<file path="src/rtl/spart_send_bridge_pkg.sv">
// spart_send_bridge_pkg: shared TX state encoding, RECV address map and loopback command codes
package spart_send_bridge_pkg;
    typedef enum logic [1:0] {
        TX_IDLE    = 2'd0,
        TX_PRESENT = 2'd1,
        TX_GAP     = 2'd2
    } tx_state_e;
    localparam logic [2:0] RA_RXDATA = 3'd0;
    localparam logic [2:0] RA_STATUS = 3'd1;
    localparam logic [2:0] RA_FREE   = 3'd2;
    localparam logic [2:0] RA_CLROVR = 3'd3;
    localparam logic [7:0] LB_CMD_ON  = 8'hF1;
    localparam logic [7:0] LB_CMD_OFF = 8'hF0;
endpackage

</file>
<file path="src/rtl/spart_send_bridge_sync_fifo.sv">
// sync_fifo: synchronous FIFO; a push while full is refused even if a pop happens in the same cycle
module sync_fifo
    import spart_send_bridge_pkg::*;
#(
    parameter int WIDTH = 9,
    parameter int DEPTH = 8
) (
    input  logic                   clk,
    input  logic                   rst_n,
    input  logic                   push,
    input  logic                   pop,
    input  logic [WIDTH-1:0]       wdata,
    output logic [WIDTH-1:0]       rdata,
    output logic                   full,
    output logic                   empty,
    output logic [$clog2(DEPTH):0] count
);
    localparam int AW = $clog2(DEPTH);
    logic [WIDTH-1:0] mem_q [DEPTH];
    logic [WIDTH-1:0] mem_d [DEPTH];
    logic [AW-1:0]    wr_q, wr_d, rd_q, rd_d;
    logic [AW:0]      cnt_q, cnt_d;
    logic             do_push, do_pop;
    assign full    = cnt_q == (AW+1)'(DEPTH);
    assign empty   = cnt_q == '0;
    assign count   = cnt_q;
    assign rdata   = mem_q[rd_q];
    assign do_push = push && !full;
    assign do_pop  = pop && !empty;
    always_comb begin
        mem_d = mem_q;
        if (do_push) mem_d[wr_q] = wdata;
        wr_d  = wr_q + AW'(do_push);
        rd_d  = rd_q + AW'(do_pop);
        cnt_d = cnt_q + (AW+1)'(do_push) - (AW+1)'(do_pop);
    end
    always_ff @(posedge clk or negedge rst_n) begin
        if (!rst_n) begin
            for (int i = 0; i < DEPTH; i++) mem_q[i] <= '0;
            wr_q  <= '0;
            rd_q  <= '0;
            cnt_q <= '0;
        end else begin
            mem_q <= mem_d;
            wr_q  <= wr_d;
            rd_q  <= rd_d;
            cnt_q <= cnt_d;
        end
    end
endmodule

</file>
<file path="src/rtl/spart_send_bridge.sv">
// spart_send_bridge: SEND/RECV responder between core and SPART; SPART_BRIDGE_LOOPBACK_EN adds F1/F0 loopback
module spart_send_bridge
    import spart_send_bridge_pkg::*;
#(
    parameter int TX_DEPTH   = 8,
    parameter int GAP_CYCLES = 2
) (
    input  logic        clk,
    input  logic        rst_n,
    input  logic        send,
    input  logic        send_sel,
    input  logic [7:0]  send_data,
    output logic        send_stall,
    input  logic [2:0]  spart_addr,
    input  logic        recv,
    output logic [15:0] recv_data,
    output logic        tx_valid,
    input  logic        tx_ready,
    output logic [7:0]  tx_byte,
    output logic        tx_is_cmd,
    input  logic        rx_valid,
    input  logic [7:0]  rx_byte
);
    localparam int CW = $clog2(TX_DEPTH) + 1;
    localparam int GW = GAP_CYCLES > 1 ? $clog2(GAP_CYCLES) : 1;
    localparam logic [GW-1:0] GAP_LOAD = GW'(GAP_CYCLES > 0 ? GAP_CYCLES - 1 : 0);
    logic [8:0]    head;
    logic          full, empty, pop, pop_rx, consume, rx_in_valid;
    logic [7:0]    rx_in_byte;
    logic [CW-1:0] count;
    tx_state_e     state_q, state_d;
    logic [GW-1:0] gap_q, gap_d;
    logic          rx_full_q, rx_full_d, ovr_q, ovr_d;
    logic [7:0]    rx_hold_q, rx_hold_d;
    sync_fifo #(.WIDTH(9), .DEPTH(TX_DEPTH)) u_fifo (
        .clk   (clk),
        .rst_n (rst_n),
        .push  (send),
        .pop   (pop),
        .wdata ({send_sel, send_data}),
        .rdata (head),
        .full  (full),
        .empty (empty),
        .count (count)
    );
    assign send_stall = full;
    assign tx_byte    = head[7:0];
    assign tx_is_cmd  = head[8];
`ifdef SPART_BRIDGE_LOOPBACK_EN
    logic lb_q, lb_d, lb_cmd;
    assign lb_cmd      = head[8] && (head[7:0] == LB_CMD_ON || head[7:0] == LB_CMD_OFF);
    assign consume     = lb_cmd || (lb_q && !head[8]);
    assign rx_in_valid = lb_q ? (state_q == TX_PRESENT && !head[8]) : rx_valid;
    assign rx_in_byte  = lb_q ? head[7:0] : rx_byte;
    always_comb lb_d = (state_q == TX_PRESENT && lb_cmd) ? head[7:0] == LB_CMD_ON : lb_q;
    always_ff @(posedge clk or negedge rst_n) begin
        if (!rst_n) lb_q <= 1'b0;
        else        lb_q <= lb_d;
    end
`else
    assign consume     = 1'b0;
    assign rx_in_valid = rx_valid;
    assign rx_in_byte  = rx_byte;
`endif
    always_comb begin
        state_d  = state_q;
        gap_d    = gap_q;
        tx_valid = 1'b0;
        pop      = 1'b0;
        case (state_q)
            TX_IDLE: if (!empty) state_d = TX_PRESENT;
            TX_PRESENT: begin
                tx_valid = !consume;
                pop      = consume || tx_ready;
                if (pop) begin
                    state_d = GAP_CYCLES > 0 ? TX_GAP : TX_IDLE;
                    gap_d   = GAP_LOAD;
                end
            end
            TX_GAP: begin
                gap_d = gap_q - 1'b1;
                if (gap_q == '0) state_d = TX_IDLE;
            end
            default: state_d = TX_IDLE;
        endcase
    end
    assign pop_rx = recv && spart_addr == RA_RXDATA && rx_full_q;
    always_comb begin
        rx_full_d = rx_full_q;
        rx_hold_d = rx_hold_q;
        ovr_d     = (recv && spart_addr == RA_CLROVR) ? 1'b0 : ovr_q;
        if (rx_in_valid && (!rx_full_q || pop_rx)) begin
            rx_full_d = 1'b1;
            rx_hold_d = rx_in_byte;
        end else if (rx_in_valid) begin
            ovr_d = 1'b1;
        end else if (pop_rx) begin
            rx_full_d = 1'b0;
        end
    end
    assign recv_data = spart_addr == RA_RXDATA ? {rx_full_q, 7'b0, rx_hold_q} :
                       spart_addr == RA_STATUS ? {8'b0, state_q, ovr_q, rx_full_q, full, empty, 2'b0} :
                       spart_addr == RA_FREE   ? 16'(TX_DEPTH) - 16'(count) :
                       spart_addr == RA_CLROVR ? {15'b0, ovr_q} : 16'h0000;
    always_ff @(posedge clk or negedge rst_n) begin
        if (!rst_n) begin
            state_q   <= TX_IDLE;
            gap_q     <= '0;
            rx_full_q <= 1'b0;
            rx_hold_q <= '0;
            ovr_q     <= 1'b0;
        end else begin
            state_q   <= state_d;
            gap_q     <= gap_d;
            rx_full_q <= rx_full_d;
            rx_hold_q <= rx_hold_d;
            ovr_q     <= ovr_d;
        end
    end
endmodule
</file>
<file path="config.mk">
export PLATFORM = sky130hd
export DESIGN_NAME = spart_send_bridge
export DESIGN_NICKNAME = d
export VERILOG_FILES = /design/src/rtl/spart_send_bridge_pkg.sv /design/src/rtl/spart_send_bridge_sync_fifo.sv /design/src/rtl/spart_send_bridge.sv
export SDC_FILE = /design/constraint.sdc
export NUM_CORES = 1
export LEC_CHECK = 0
export CAP_MARGIN = 15
export CORE_AREA = 2 2 114 116
export CTS_CLUSTER_DIAMETER = 40
export DETAILED_ROUTE_END_ITERATION = 16
export DIE_AREA = 0 0 116 118
export HOLD_SLACK_MARGIN = 0.05
export PLACE_DENSITY = 0.58
export SYNTH_ARGS = -nofsm -noshare
export SYNTH_HDL_FRONTEND = slang
export SYNTH_HIERARCHICAL = 1
export SYNTH_SLANG_ARGS = --single-unit
export TNS_END_PERCENT = 5
</file>
<file path="constraint.sdc">
create_clock -name clk -period 2.2 [get_ports clk]
set_input_delay 0.44 -clock clk [delete_from_list [all_inputs] [get_ports clk]]
set_output_delay 0.44 -clock clk [all_outputs]
set_load 0.02 [all_outputs]
</file>
# [After elaboration in Yosys (flattened, before gate mapping)]
# Index checks and enable logic that the tools add are counted.
[word_totals] regBits=95 input_bits=26 out_inout_bits=27 word_cells=80
[op_classes] n_addsub=6 magnitude_cmp=3 eq_ne=10 n_mux=24 n_bitwise=2 n_reduce_logical=19
[ops] cell="$bwmux 72" n=1
[ops] cell="$mux 16" n=3
[ops] cell="$bmux 9 s3" n=1
[ops] cell="$demux 9 s3" n=1
[ops] cell="$mux 9" n=3
[ops] cell="$mux 1" n=10
[ops] cell="$ge 4x4->1 const B" n=2
[ops] cell="$not 3->4" n=2
[ops] cell="$logic_and 1x1->1" n=7
[ops] cell="$add 3x1->3" n=2
[ops] cell="$eq 3x2->1 const B" n=2
[ops] cell="$mux 2" n=3
[ops] cell="$ne 2x2->1 const B" n=3
[ops] cell="$pmux 2 s3" n=1
[ops] cell="$sub 4x4->5 const A" n=1
[ops] cell="$add 4x1->4" n=1
[ops] cell="$eq 4x4->1 const B" n=1
[ops] cell="$logic_not 4->1" n=1
[ops] cell="$lt 4x1->1 const B" n=1
[ops] cell="$reduce_and 2->1" n=2
[ops] cell="$reduce_bool 2->1" n=2
[ops] cell="$sub 4x1->4" n=1
[ops] cell="$eq 3x1->1 const B" n=1
[ops] cell="$logic_not 1->1" n=3
[ops] cell="9 further kinds" n=9

# [Longest topological paths before layout]
[logic_depth] depth_word=7 depth_mapped=11 mapped_depth_nobuf=10

# [Hierarchy]
# The synthesis kept the hierarchy.
[modules_own_cells] module="sync_fifo" n_inst=1 cells_per_inst=229 area_per_inst_um2=3871.2 seq_area_each_um2=2052.0
[modules_own_cells] module="spart_send_bridge" n_inst=1 cells_per_inst=93 area_per_inst_um2=857.1 seq_area_each_um2=325.3

# [Least setup slack after synthesis]
# No wires, ideal clock.
[synth_path] path_kind="register -> output" start="reg u_fifo.cnt_q[0] (netlist: u_fifo/count[0])" end="out recv_data[10]" arrival_time_ps=1948 required_time_ps=1760 path_slack_ps=-188 path_stages_with_launch=7 path_buffers=1 path_cell_list="dfrtp_1 inv_1 ha_1 nand2b_1 nand3_1 nor3_1 buf_4"
[synth_between] elab_chain_len=4
[synth_rtl] item="start, declared" line_no="spart_send_bridge_sync_fifo.sv:22" rtl="logic [AW:0] cnt_q, cnt_d;"
[synth_rtl] item="start signal, assigned" line_no="spart_send_bridge_sync_fifo.sv:47" rtl="cnt_q <= cnt_d;"
[synth_rtl] item="$sub 4x4->5" line_no="spart_send_bridge.sv:103" rtl="spart_addr == RA_FREE ? 16'(TX_DEPTH) - 16'(count) :"
[synth_rtl] item="$mux 16" line_no="spart_send_bridge.sv:103"
[synth_rtl] item="$mux 16" line_no="spart_send_bridge.sv:102" rtl="spart_addr == RA_STATUS ? {8'b0, state_q, ovr_q, rx_full_q, full, empty, 2'b0} :"
[synth_rtl] item="$mux 16" line_no="spart_send_bridge.sv:101" rtl="assign recv_data = spart_addr == RA_RXDATA ? {rx_full_q, 7'b0, rx_hold_q} :"
[synth_rtl] item="end, declared" line_no="spart_send_bridge.sv:16" rtl="output logic [15:0] recv_data,"
# No other way between the ends.

# [Final worst setup path]
[layout_path] start="reg u_fifo.rd_q[0]" end="out tx_byte[7]"
[layout_between] elab_chain_len=4
[layout_rtl] item="start, declared" line_no="spart_send_bridge_sync_fifo.sv:21" rtl="logic [AW-1:0] wr_q, wr_d, rd_q, rd_d;"
[layout_rtl] item="start signal, assigned" line_no="spart_send_bridge_sync_fifo.sv:46" rtl="rd_q <= rd_d;"
[layout_rtl] item="$not 3->4 (implied by the code)" line_no="spart_send_bridge_sync_fifo.sv:27" rtl="assign rdata = mem_q[rd_q];"
[layout_rtl] item="$bmux 9 s3" line_no="spart_send_bridge_sync_fifo.sv:27"
[layout_rtl] item="$mux 9 (implied by the code) (2 in series)" line_no="spart_send_bridge_sync_fifo.sv:27"
[layout_rtl] item="end, declared" line_no="spart_send_bridge.sv:19" rtl="output logic [7:0] tx_byte,"
# No other way between the ends. The select of a mux whose other input is x is not followed.

==> flow_summary.toml <==
[outcome]
status = "finished, violations left"
violations = "setup timing"

[critical_path]
rrSetupSlack_ns = -0.01
cp_slowest_cell = "mux4_2"
critPathLaunchType = "flop"
crit_path_end_kind = "output port"
cp_num_cells = 5
cp.arrival_ns = 1.91
crit_end = "tx_byte[7]"
cp-startpoint = "u_fifo/rd_q[0]$_DFF_PN0_"
critical_path_class = "flop to output port"
crit_chain = "buf_12, buf_12, mux4_2, mux2_2, buf_2"
required_ns = 1.76
path_buf_inv = 3
crit_family = "multiplexers"
cpPeakStageDelay_ns = 0.49
r2r-start = "u_fifo/count[2]$_DFF_PN0_"
crit_top_cell = "buf_12"
reg2reg_to = "u_fifo/count[2]$_DFF_PN0_"
ff2ff_path_depth = 10
cp_max_fo = 6

[floorplanning]
floorplan.io_pins = 53
fp.coreArea_mm2 = 0.01241
die_height_um = 118
start_util_pct = 38.09
dieWidth_um = 116
dieArea_mm2 = 0.01369
row_count = 41

[power]
peakVddDrop_mv = 0.4545
power.density_mw_per_mm2 = 1461
p_leak_nw = 2.709

[clock_tree]
numCtsBuffers = 9
clock-sinks = 95
cts_tree = "built"
htree_levels = 3
cts_root_buffer = "clkbuf_16"
cts.path.max_buffers = 2
clock_latency_ns = 0.35
path_clk_slew_ns = 0.06

[drt]
drt_wl_total_mm = 10.10
viasPerCell = 4.974
drtIter0Drc = 122
drc_errors = 0
wl_per_cell_um = 17.29
postRouteAntennaNets = 0
drt_first_pass_iters = 4
vias = 2905

[synthesis]
syn-instance-count = 322
syn_nets = 360
syn_avg_cell_area_um2 = 14.68
yosysUniqueCellTypes = 37
synth.cell_area_mm2 = 0.004728
seq_area_frac_synth_pct = 50.28
synth-seq-cells = 95
yosysWarningCount = 6

[placement]
place_congestion = 0.8013
hpwl_mm = 6.805
portBuffers = 52

[finish]
drive_above_1_share_pct = 52.43
num-fill-cells = 1142
finalNetCount = 446
syn2layout_area_growth_pct = 27.71
diodes = 0

[global_route]
grt_pass1_wl_mm = 16.06
grt_overflow_total = 0
antenna_found_initial = 0
first_global_vias = 3014
track_usage_pct = 15.67
grt_max_degree = 45

[worst_hold_path]
min_path_type = "flop to flop"

[sta]
fmax_mhz = 426.0
period_minus_slack_ns = 2.347
worst_slack_ns = -0.1474
slew_headroom_pct = 71.74
rsz0062_at_grt = "true"
hold_violations = 0
fin_hold_ws_ns = 0.4938
setup_tns_ns = -1.132
period_share_pct = 106.7
worstMarginPinSlew_ns = 0.4240
skew_ns = 0.008274
setup_viol = 11
drv_slew = 0

[run]
cap_viol_max_count = 0
## area by class of cell
type / count / area (um^2) / share of cell area (%)
Clock buffer: 12 / 256.5 / 4.248
Clock inverter: 3 / 18.77 / 0.3108
Inverter: 12 / 45.04 / 0.7460
Multi-Input combinational cell: 195 / 2251 / 37.28
Sequential cell: 95 / 2381 / 39.43
Tap cell: 172 / 215.2 / 3.564
Timing Repair Buffer: 95 / 870.8 / 14.42
## cells in the mapped netlist
library cell	n	share of area, %
a21oi_1	9	0.95
a31oi_1	2	0.26
nor3_1	6	0.64
or4b_4	2	0.58
mux2_2	71	17
clkbuf_1	4	0.32
a222oi_1	1	0.21
or2b_1	3	0.48
nor4b_4	2	1.0
nor3_2	2	0.42
mux2i_1	2	0.42
inv_1	12	0.95
o41ai_4	1	0.58
nand3_1	2	0.21
a211oi_1	2	0.32
a221oi_1	2	0.37
nand2b_1	2	0.26
xor2_1	5	0.93
nand2_4	1	0.24
buf_2	5	0.53
buf_4	6	0.95
nor2_1	7	0.56
or4_1	2	0.32
mux4_2	18	8.6
fa_1	1	0.42
o21ai_0	1	0.11
buf_6	4	0.95
dfrtp_1	95	50
a21o_1	4	0.64
buf_1	1	0.079
ha_1	11	2.9
and2_1	1	0.13
mux2_4	18	5.7
a31o_2	1	0.19
nor3b_1	2	0.32
nor2b_1	3	0.40
nand2_1	11	0.87
## kinds of logic after synthesis
kind of cell,synth area share [%]
muxes,31.62
DFF,50.28
and+or+nand+nor,6.430
buffers and inverters,3.784
AOI/OAI and AO/OA,3.625
adders and majority gates,3.334
xor gates and xnor gates,0.9261
## report_power, final
group / total, mW / switching (mW) / internal, mW
Sequential: 3.11 / 0.510 / 2.60
Clock: 1.46 / 0.643 / 0.820
Combinational: 4.25 / 1.69 / 2.56
## metal layers
metal	up-vias	wire length (um)	share of wire, %	GRT usage (%)
li1	1340	-	-	-
met1	1504	4691	46	21.17
met2	52	4938	49	24.67
met3	9	337	3.3	3.244
met4	0	131	1.3	6.027
met5	-	0	0	0
## state kept, by name, indices dropped and copies added (netlist names)
register and count:
u_fifo/wr_q 3, rx_full_q 1, u_fifo/mem_q 72, u_fifo/count 4, rx_hold_q 8, state_q 2
gap_q 1, ovr_q 1, u_fifo/rd_q 3
## worst min path at each step
stage,startpoint,to,slack [ns],cells after the start
final,u_fifo/wr_q[2]$_DFF_PN0_,u_fifo/wr_q[2]$_DFF_PN0_,0.49,1
after detailed placement,rst_n,u_fifo/mem_q[50]$_DFFE_PN0P_,0.41,1
after global placement,rst_n,u_fifo/mem_q[50]$_DFFE_PN0P_,0.40,1
after CTS,u_fifo/wr_q[2]$_DFF_PN0_,u_fifo/wr_q[2]$_DFF_PN0_,0.50,1
after global routing,u_fifo/wr_q[2]$_DFF_PN0_,u_fifo/wr_q[2]$_DFF_PN0_,0.50,1
after floorplan,rst_n,gap_q$_DFFE_PN0P_,0.14,0
## through the flow
step | std cells | setup WS, ns | instance area, um^2 | total power, mW | util (%)
after floorplan | 322 | -0.04915 | 4733 | 5.765 | -
after global placement | 566 | -0.4046 | 5700 | 7.111 | 45.92
after detailed placement | 566 | -0.4244 | 5700 | 7.254 | 45.92
after CTS | 584 | -0.2259 | 5977 | 8.703 | 48.15
after global routing | 584 | -0.1953 | 6038 | 9.385 | 48.64
final | 584 | -0.1474 | 6038 | 8.825 | 48.64
## layout by cell type (no fill, tap or decap), types with 2 or more instances in the layout
master	instances
dfrtp_1	92
mux2_2	67
buf_4	45
clkdlybuf4s50_1	24
mux2_4	22
mux4_2	18
nand2_1	11
inv_1	10
ha_1	9
clkbuf_16	9
buf_6	8
nor2_1	7
buf_2	7
buf_12	6
a21oi_1	5
xor2_1	5
nor3_1	4
nor3_2	4
a21o_1	4
a21oi_2	4
or2b_1	3
dfrtp_2	3
mux2i_1	2
a31oi_1	2
nand2b_1	2
a221oi_1	2
nor2b_1	2
a211oi_1	2
clkinv_2	2
clkbuf_8	2
dlygate4sd2_1	2
inv_2	2
or4_1	2
nor4b_4	2
or4b_4	2
ha_2	2
## repair_timing
action,CTS,global route
pin swaps,2,2
buffers inserted,1,1
gates resized for setup,123,32
gates cloned,1,0
hold buffers,1,0
setup endpoints to repair,47,52
hold endpoints to repair,25,0
Note: power is estimated with default switching activity, not from simulation.
